## src/rtl/mult_div_unit_if.sv

```systemverilog
// ============================================================================
// Module      : mult_div_unit_if
// Description : Request/result bundle for the multiply/divide unit.
//               master = pipeline side, slave = mult_div_unit.
//   start      launch request (sampled only when idle)
//   op[1:0]    00 MULT, 01 MULTU, 10 DIV, 11 DIVU
//   a, b[31:0] rs / rt operands
//   mthi, mtlo direct write of a into HI / LO
//   busy       high while an operation is in flight
//   done       one-cycle pulse when HI/LO take a new result
//   hi, lo     architectural HI/LO registers
// Revision    : 1.0 - initial release
// ============================================================================
`default_nettype none

interface mult_div_unit_if;
  logic        start;
  logic [1:0]  op;
  logic [31:0] a;
  logic [31:0] b;
  logic        mthi;
  logic        mtlo;
  logic        busy;
  logic        done;
  logic [31:0] hi;
  logic [31:0] lo;

  modport master (output start, op, a, b, mthi, mtlo,
                  input  busy, done, hi, lo);
  modport slave  (input  start, op, a, b, mthi, mtlo,
                  output busy, done, hi, lo);
endinterface

`default_nettype wire

```

## src/rtl/mult_div_unit.sv

```systemverilog
// ============================================================================
// Module      : mult_div_unit
// Description : MIPS-style HI/LO multiply/divide unit. Radix-2 iterative
//               datapath (shift-add multiply, restoring divide) with a fixed
//               33-cycle latency for every op and operand value.
//   clk    rising-edge clock
//   reset  asynchronous active-low reset
//   bus    mult_div_unit_if.slave (start/op/a/b/mthi/mtlo in,
//          busy/done/hi/lo out)
// Revision    : 1.0 - initial release
// ============================================================================
`default_nettype none

module mult_div_unit (
  input  logic           clk,
  input  logic           reset,
  mult_div_unit_if.slave bus
);

  typedef enum logic [1:0] {
    S_IDLE = 2'd0,
    S_CALC = 2'd1,
    S_FIX  = 2'd2
  } state_t;

  localparam logic [5:0] C_LAST_STEP = 6'd31;

  state_t      r_state;
  state_t      w_state_nxt;
  logic [5:0]  r_cnt;
  logic        r_is_div;
  logic [31:0] r_acc;     // product high half / partial remainder
  logic [31:0] r_sh;      // multiplier / dividend shifting into quotient
  logic [31:0] r_opnd;    // multiplicand / divisor magnitude
  logic        r_neg_q;   // negate product or quotient
  logic        r_neg_r;   // negate remainder (dividend sign)
  logic        r_dz;      // divide by zero
  logic [31:0] r_hi;
  logic [31:0] r_lo;
  logic        r_done;

  // Operand magnitudes: signed ops are op[0]==0
  logic        w_signed;
  logic        w_a_neg;
  logic        w_b_neg;
  logic [31:0] w_a_mag;
  logic [31:0] w_b_mag;
  logic        w_new_div;

  assign w_signed  = ~bus.op[0];
  assign w_new_div = bus.op[1];
  assign w_a_neg   = w_signed & bus.a[31];
  assign w_b_neg   = w_signed & bus.b[31];
  assign w_a_mag   = w_a_neg ? (32'd0 - bus.a) : bus.a;
  assign w_b_mag   = w_b_neg ? (32'd0 - bus.b) : bus.b;

  // Multiply step: add multiplicand when multiplier LSB set, then shift
  // the 65-bit {carry, acc, sh} right by one.
  logic [32:0] w_madd;
  assign w_madd = {1'b0, r_acc} + (r_sh[0] ? {1'b0, r_opnd} : 33'd0);

  // Restoring divide step. The partial remainder is always below the
  // divisor, so the accepted difference always fits in 32 bits and the
  // modulo-2^32 subtraction is exact.
  logic [32:0] w_shl;
  logic        w_ge;
  logic [31:0] w_sub;
  assign w_shl = {r_acc, r_sh[31]};
  assign w_ge  = (w_shl >= {1'b0, r_opnd});
  assign w_sub = w_shl[31:0] - r_opnd;

  // Sign correction applied in FIX
  logic [63:0] w_prod;
  logic [63:0] w_prod_s;
  logic [31:0] w_quo;
  logic [31:0] w_rem;
  assign w_prod   = {r_acc, r_sh};
  assign w_prod_s = r_neg_q ? (64'd0 - w_prod) : w_prod;
  // Divide by zero leaves all-ones quotient; force it past the sign fix.
  // The remainder naturally ends as |a|, which re-signs back to a.
  assign w_quo    = r_dz ? 32'hFFFF_FFFF : (r_neg_q ? (32'd0 - r_sh) : r_sh);
  assign w_rem    = r_neg_r ? (32'd0 - r_acc) : r_acc;

  // ---------------- FSM ----------------
  always_ff @(posedge clk or negedge reset) begin
    if (!reset) begin
      r_state <= S_IDLE;
    end else begin
      r_state <= w_state_nxt;
    end
  end

  always_comb begin
    w_state_nxt = r_state;
    case (r_state)
      S_IDLE:  if (bus.start) w_state_nxt = S_CALC;
      S_CALC:  if (r_cnt == C_LAST_STEP) w_state_nxt = S_FIX;
      S_FIX:   w_state_nxt = S_IDLE;
      default: w_state_nxt = S_IDLE;
    endcase
  end

  // ---------------- Datapath ----------------
  always_ff @(posedge clk or negedge reset) begin
    if (!reset) begin
      r_cnt    <= 6'd0;
      r_is_div <= 1'b0;
      r_acc    <= 32'd0;
      r_sh     <= 32'd0;
      r_opnd   <= 32'd0;
      r_neg_q  <= 1'b0;
      r_neg_r  <= 1'b0;
      r_dz     <= 1'b0;
      r_hi     <= 32'd0;
      r_lo     <= 32'd0;
      r_done   <= 1'b0;
    end else begin
      r_done <= 1'b0;
      case (r_state)
        S_IDLE: begin
          if (bus.start) begin
            r_cnt    <= 6'd0;
            r_is_div <= w_new_div;
            r_acc    <= 32'd0;
            r_sh     <= w_new_div ? w_a_mag : w_b_mag;
            r_opnd   <= w_new_div ? w_b_mag : w_a_mag;
            r_neg_q  <= w_a_neg ^ w_b_neg;
            r_neg_r  <= w_a_neg;
            r_dz     <= (bus.b == 32'd0);
          end else begin
            if (bus.mthi) r_hi <= bus.a;
            if (bus.mtlo) r_lo <= bus.a;
          end
        end
        S_CALC: begin
          r_cnt <= r_cnt + 6'd1;
          if (r_is_div) begin
            r_acc <= w_ge ? w_sub : w_shl[31:0];
            r_sh  <= {r_sh[30:0], w_ge};
          end else begin
            r_acc <= w_madd[32:1];
            r_sh  <= {w_madd[0], r_sh[31:1]};
          end
        end
        S_FIX: begin
          r_done <= 1'b1;
          if (r_is_div) begin
            r_hi <= w_rem;
            r_lo <= w_quo;
          end else begin
            r_hi <= w_prod_s[63:32];
            r_lo <= w_prod_s[31:0];
          end
        end
        default: ;
      endcase
    end
  end

  assign bus.busy = (r_state != S_IDLE);
  assign bus.done = r_done;
  assign bus.hi   = r_hi;
  assign bus.lo   = r_lo;

endmodule

`default_nettype wire

```

## src/flat_wrapper.sv

```systemverilog
// flat-port wrapper written by rule: the top's interface ports become plain ports
module mult_div_unit_flat 
  (clk, reset, bus_start, bus_op, bus_a, bus_b, bus_mthi, bus_mtlo, bus_busy, bus_done, bus_hi, bus_lo);
  mult_div_unit_if bus_i ();
  input  logic clk;
  input  logic reset;
  input wire logic [$bits(bus_i.start)-1:0] bus_start;
  input wire logic [$bits(bus_i.op)-1:0] bus_op;
  input wire logic [$bits(bus_i.a)-1:0] bus_a;
  input wire logic [$bits(bus_i.b)-1:0] bus_b;
  input wire logic [$bits(bus_i.mthi)-1:0] bus_mthi;
  input wire logic [$bits(bus_i.mtlo)-1:0] bus_mtlo;
  output wire logic [$bits(bus_i.busy)-1:0] bus_busy;
  output wire logic [$bits(bus_i.done)-1:0] bus_done;
  output wire logic [$bits(bus_i.hi)-1:0] bus_hi;
  output wire logic [$bits(bus_i.lo)-1:0] bus_lo;
  assign bus_i.start = bus_start;
  assign bus_i.op = bus_op;
  assign bus_i.a = bus_a;
  assign bus_i.b = bus_b;
  assign bus_i.mthi = bus_mthi;
  assign bus_i.mtlo = bus_mtlo;
  assign bus_busy = bus_i.busy;
  assign bus_done = bus_i.done;
  assign bus_hi = bus_i.hi;
  assign bus_lo = bus_i.lo;
  mult_div_unit u_core (.clk(clk), .reset(reset), .bus(bus_i));
endmodule
```

## config.mk

```make
export PLATFORM = sky130hd
export DESIGN_NAME = mult_div_unit_flat
export DESIGN_NICKNAME = d
export VERILOG_FILES = /design/src/rtl/mult_div_unit_if.sv /design/src/rtl/mult_div_unit.sv /design/src/flat_wrapper.sv
export SDC_FILE = /design/constraint.sdc
export NUM_CORES = 1
export LEC_CHECK = 0
export CORE_MARGIN = 2
export CORE_UTILIZATION = 41
export DETAILED_ROUTE_END_ITERATION = 10
export GPL_TIMING_DRIVEN = 0
export PLACE_DENSITY_LB_ADDON = 0.15
export SLEW_MARGIN = 40
export SYNTH_ARGS = -nofsm -noshare
export SYNTH_HDL_FRONTEND = slang
export SYNTH_SLANG_ARGS = --single-unit
```

## constraint.sdc

```tcl
create_clock -name clk -period 3.05 [get_ports clk]
set_input_delay 0.305 -clock clk [delete_from_list [all_inputs] [get_ports clk]]
set_output_delay 0.305 -clock clk [all_outputs]
set_load 0.05 [all_outputs]
```

==> out/metrics.yaml <==
grt:
  grt_pass1_wl_um: 94000
  grt_max_degree: 73
  grt_pass1_vias: 15100
  grt_antenna_before_repair: 1
  grtUsageTotal: 0.328
  grt_overflow: 0
sta:
  worst_slew_pin_slew_ps: 896
  setup_violations: 3
  fin_crit_ps: 3080
  finalSetupTns_ps: -68.5
  slew_headroom: 0.403
  finalCritPeriodShare: 1.01
  setup_ws_ps: -30.0
  finalHoldViolations: 0
  skew_ps: 13.4
  fmax_ghz: 0.325
  rsz0062_at_grt: "true"
  slew_viol_final: 0
setup_path:
  critPathCaptureType: "flop"
  path_class: "reg -> reg"
  cp_data_arrival_time_ps: 3460
  critPathMaxFanout: 10
  cpPeakStageDelay_ps: 490
  cp_slowest_cell: "dfrtp_2"
  critPathLaunchType: "flop"
  path_cells: "clkinv_4 > clkbuf_16 > nor2_4 > ha_4 > nand4_1 > nor3_2 > nand3_2 > nor3_4 > o21ai_4 > a311o_1 > a211oi_2 > o32ai_2 > a31oi_1"
  cp.required_ps: 3430
place:
  place.gp.congestion: 1.03
  dp_hpwl_um: 49400
  portBuffers: 136
cells_and_area:
  area_growth_pct: 28.6
  fill_cells: 3462
  final-seq-area_mm2: 0.00435
  nets: 2242
  diodes: 0
  multi_input_area_mm2: 0.0111
  utilization: 0.533
  drive_gt1_frac: 0.161
synthesis:
  synth_ff_type: "dfrtp_1"
  synth.area.top_cells: "dfrtp_1, mux2i_1, a21oi_1"
  synth_edf_count: 0
  ys_ff_latch: 173
  post_synth_inst_count: 1881
  synthArstFlopShare: 1.00
  synth_top_family_by_area: "compound AO/OA/AOI/OAI gates"
  yosysTopAreaCell: "dfrtp_1"
  synth_nets: 2023
  synth_fa_ha_area_frac: 0.0598
  yosys_warnings: 0
  synth_top_area_frac: 0.286
  synth.distinct_cells: 87
  muxShareOfSynthArea: 0.0599
  synth_common_cells: "nand2_1, a21oi_1, dfrtp_1"
  yosysSeqAreaShare: 0.286
  syn_area_mm2: 0.0151
  yosys.area_share.xor_xnor: 0.0985
  synth_most_common_cell: "nand2_1"
  synth_compound_area_frac: 0.264
  avgSynthCellArea_um2: 8.04
  synthSimpleGateAreaFrac: 0.181
clocking:
  cts_tree: "done"
  clkTransAtPathRegs_ps: 80
  clkLatencyLatePin_ps: 460
  clock_path_buffers: 2
  cts_buffers: 17
  htreeDepth: 4
  clock_sinks: 173
  cts_root_buffer: "clkbuf_16"
power:
  p_leak_nw: 7.61
  ir_drop_v: 0.000539
  p_per_area_mw_per_mm2: 1160
routing:
  dr.pass1.iters: 6
  via_count: 15700
  wire_per_inst_um: 25.0
  routed_wl_um: 64500
  drc: 0
  drtIter0Drc: 1458
  viasPerCell: 6.09
  antenna_left: 0
min_path:
  hp-class: "in -> async"
floorplanning:
  ios: 137
  num_rows: 70
  core_area_mm2: 0.0364
  die_h_um: 196
  start_util: 0.415
  dieArea_mm2: 0.0384
  die_x_um: 196
run:
  maxCapViolCount: 0
status:
  violations: "negative setup slack"
  status: "finished with violations"
==> critical path: cells and delay by family, from the launching register on <==
kind,cells,cell delay (ps)
adder cells (fa/ha/maj),1,310
AO/OA/AOI/OAI,5,960
AND/OR/NAND/NOR,5,920
buffers and inverters,2,300
flip-flops,1,490
==> final cells by class <==
class / instances / area share
clock buffers: 20 / 0.0235
well taps: 468 / 0.0301
repair buffers: 215 / 0.104
plain buffers: 112 / 0.0281
inverters: 66 / 0.0132
multi-input cells: 1515 / 0.569
clock inverters: 12 / 0.00818
flip-flops and latches: 173 / 0.224
==> cells in the final DEF, fill, tap and decap left out, drive strengths merged, types with 87 or more instances in the layout <==
master | Yosys | layout
xor2 | 90 | 90
dfrtp | 173 | 173
mux2i | 87 | 87
o21ai | 175 | 175
nand2 | 182 | 182
nor2 | 164 | 164
buf | 26 | 102
clkbuf | 101 | 109
a21oi | 175 | 175
clkdlybuf4s50 | 0 | 135
==> repair_timing <==
item,4_1_cts,5_1_grt
endpoints found under the setup margin,76,53
hold buffers,1,0
resized for setup,138,141
endpoints found under the hold margin,35,0
buffers inserted,45,32
pin swaps,50,65
==> stage by stage <==
| stage | instances | cell area, µm² | hold WS, ps | setup slack (ps) | total power [mW] |
|---|---|---|---|---|---|
| 2_1_floorplan | 1881 | 15100 | 9.41 | 13.4 | 13.2 |
| 3_5_place_dp | 2487 | 17100 | 207 | -1450 | 16.9 |
| 4_1_cts | 2555 | 18700 | 326 | -129 | 21.0 |
| 5_1_grt | 2581 | 19400 | 358 | -93.9 | 23.9 |
| 3_3_place_gp | 2485 | 17100 | 458 | -5870 | 16.8 |
| 6_report | 2581 | 19400 | 318 | -30.0 | 22.5 |
==> flip-flops by register name (all words and copies together), names as in the netlist <==
register / count
u_core.r_is_div: 1
u_core.r_state: 2
u_core.bus.lo: 32
u_core.r_sh: 32
u_core.bus.hi: 32
u_core.r_neg_r: 1
u_core.r_neg_q: 1
u_core.bus.done: 1
u_core.r_cnt: 6
u_core.r_acc: 32
u_core.r_dz: 1
u_core.r_opnd: 32
==> logic make-up after synthesis <==
family / Yosys count
AO/OA/AOI/OAI: 621
flip-flops: 173
adder cells (fa/ha/maj): 71
multiplexers: 90
AND/OR/NAND/NOR: 563
XOR/XNOR: 170
buffers and inverters: 193
==> metal layers <==
metal,global-route usage,routed length [µm],vias to the layer above
li1,-,-,7304
met1,0.422,27000,7641
met2,0.563,30800,630
met3,0.0299,3680,142
met4,0.145,2970,0
met5,0,0,-
==> worst paths after layout <==
| check | to | slack [ps] | cells past startpoint | startpoint |
|---|---|---|---|---|
| min in group clk | u_core.r_dz | 490 | 2 | u_core.r_dz |
| max in group asynchronous | u_core.r_dz | 2010 | 3 | reset |
| min | u_core.bus.lo[7] | 320 | 2 | reset |
| max | u_core.r_acc[28] | -30 | 13 | u_core.r_sh[0] |
| min reg2reg | u_core.r_dz | 490 | 2 | u_core.r_dz |
| max reg2reg | u_core.r_acc[28] | -30 | 13 | u_core.r_sh[0] |
==> report_power, final <==
| part | leakage, nW | switching [mW] | internal, mW | total [mW] |
|---|---|---|---|---|
| sequential | 2.03 | 1.16 | 3.17 | 4.33 |
| combinational | 5.28 | 9.08 | 6.70 | 15.8 |
| clock | 0.297 | 1.08 | 1.34 | 2.42 |
Power figures use the tool's default switching activity.
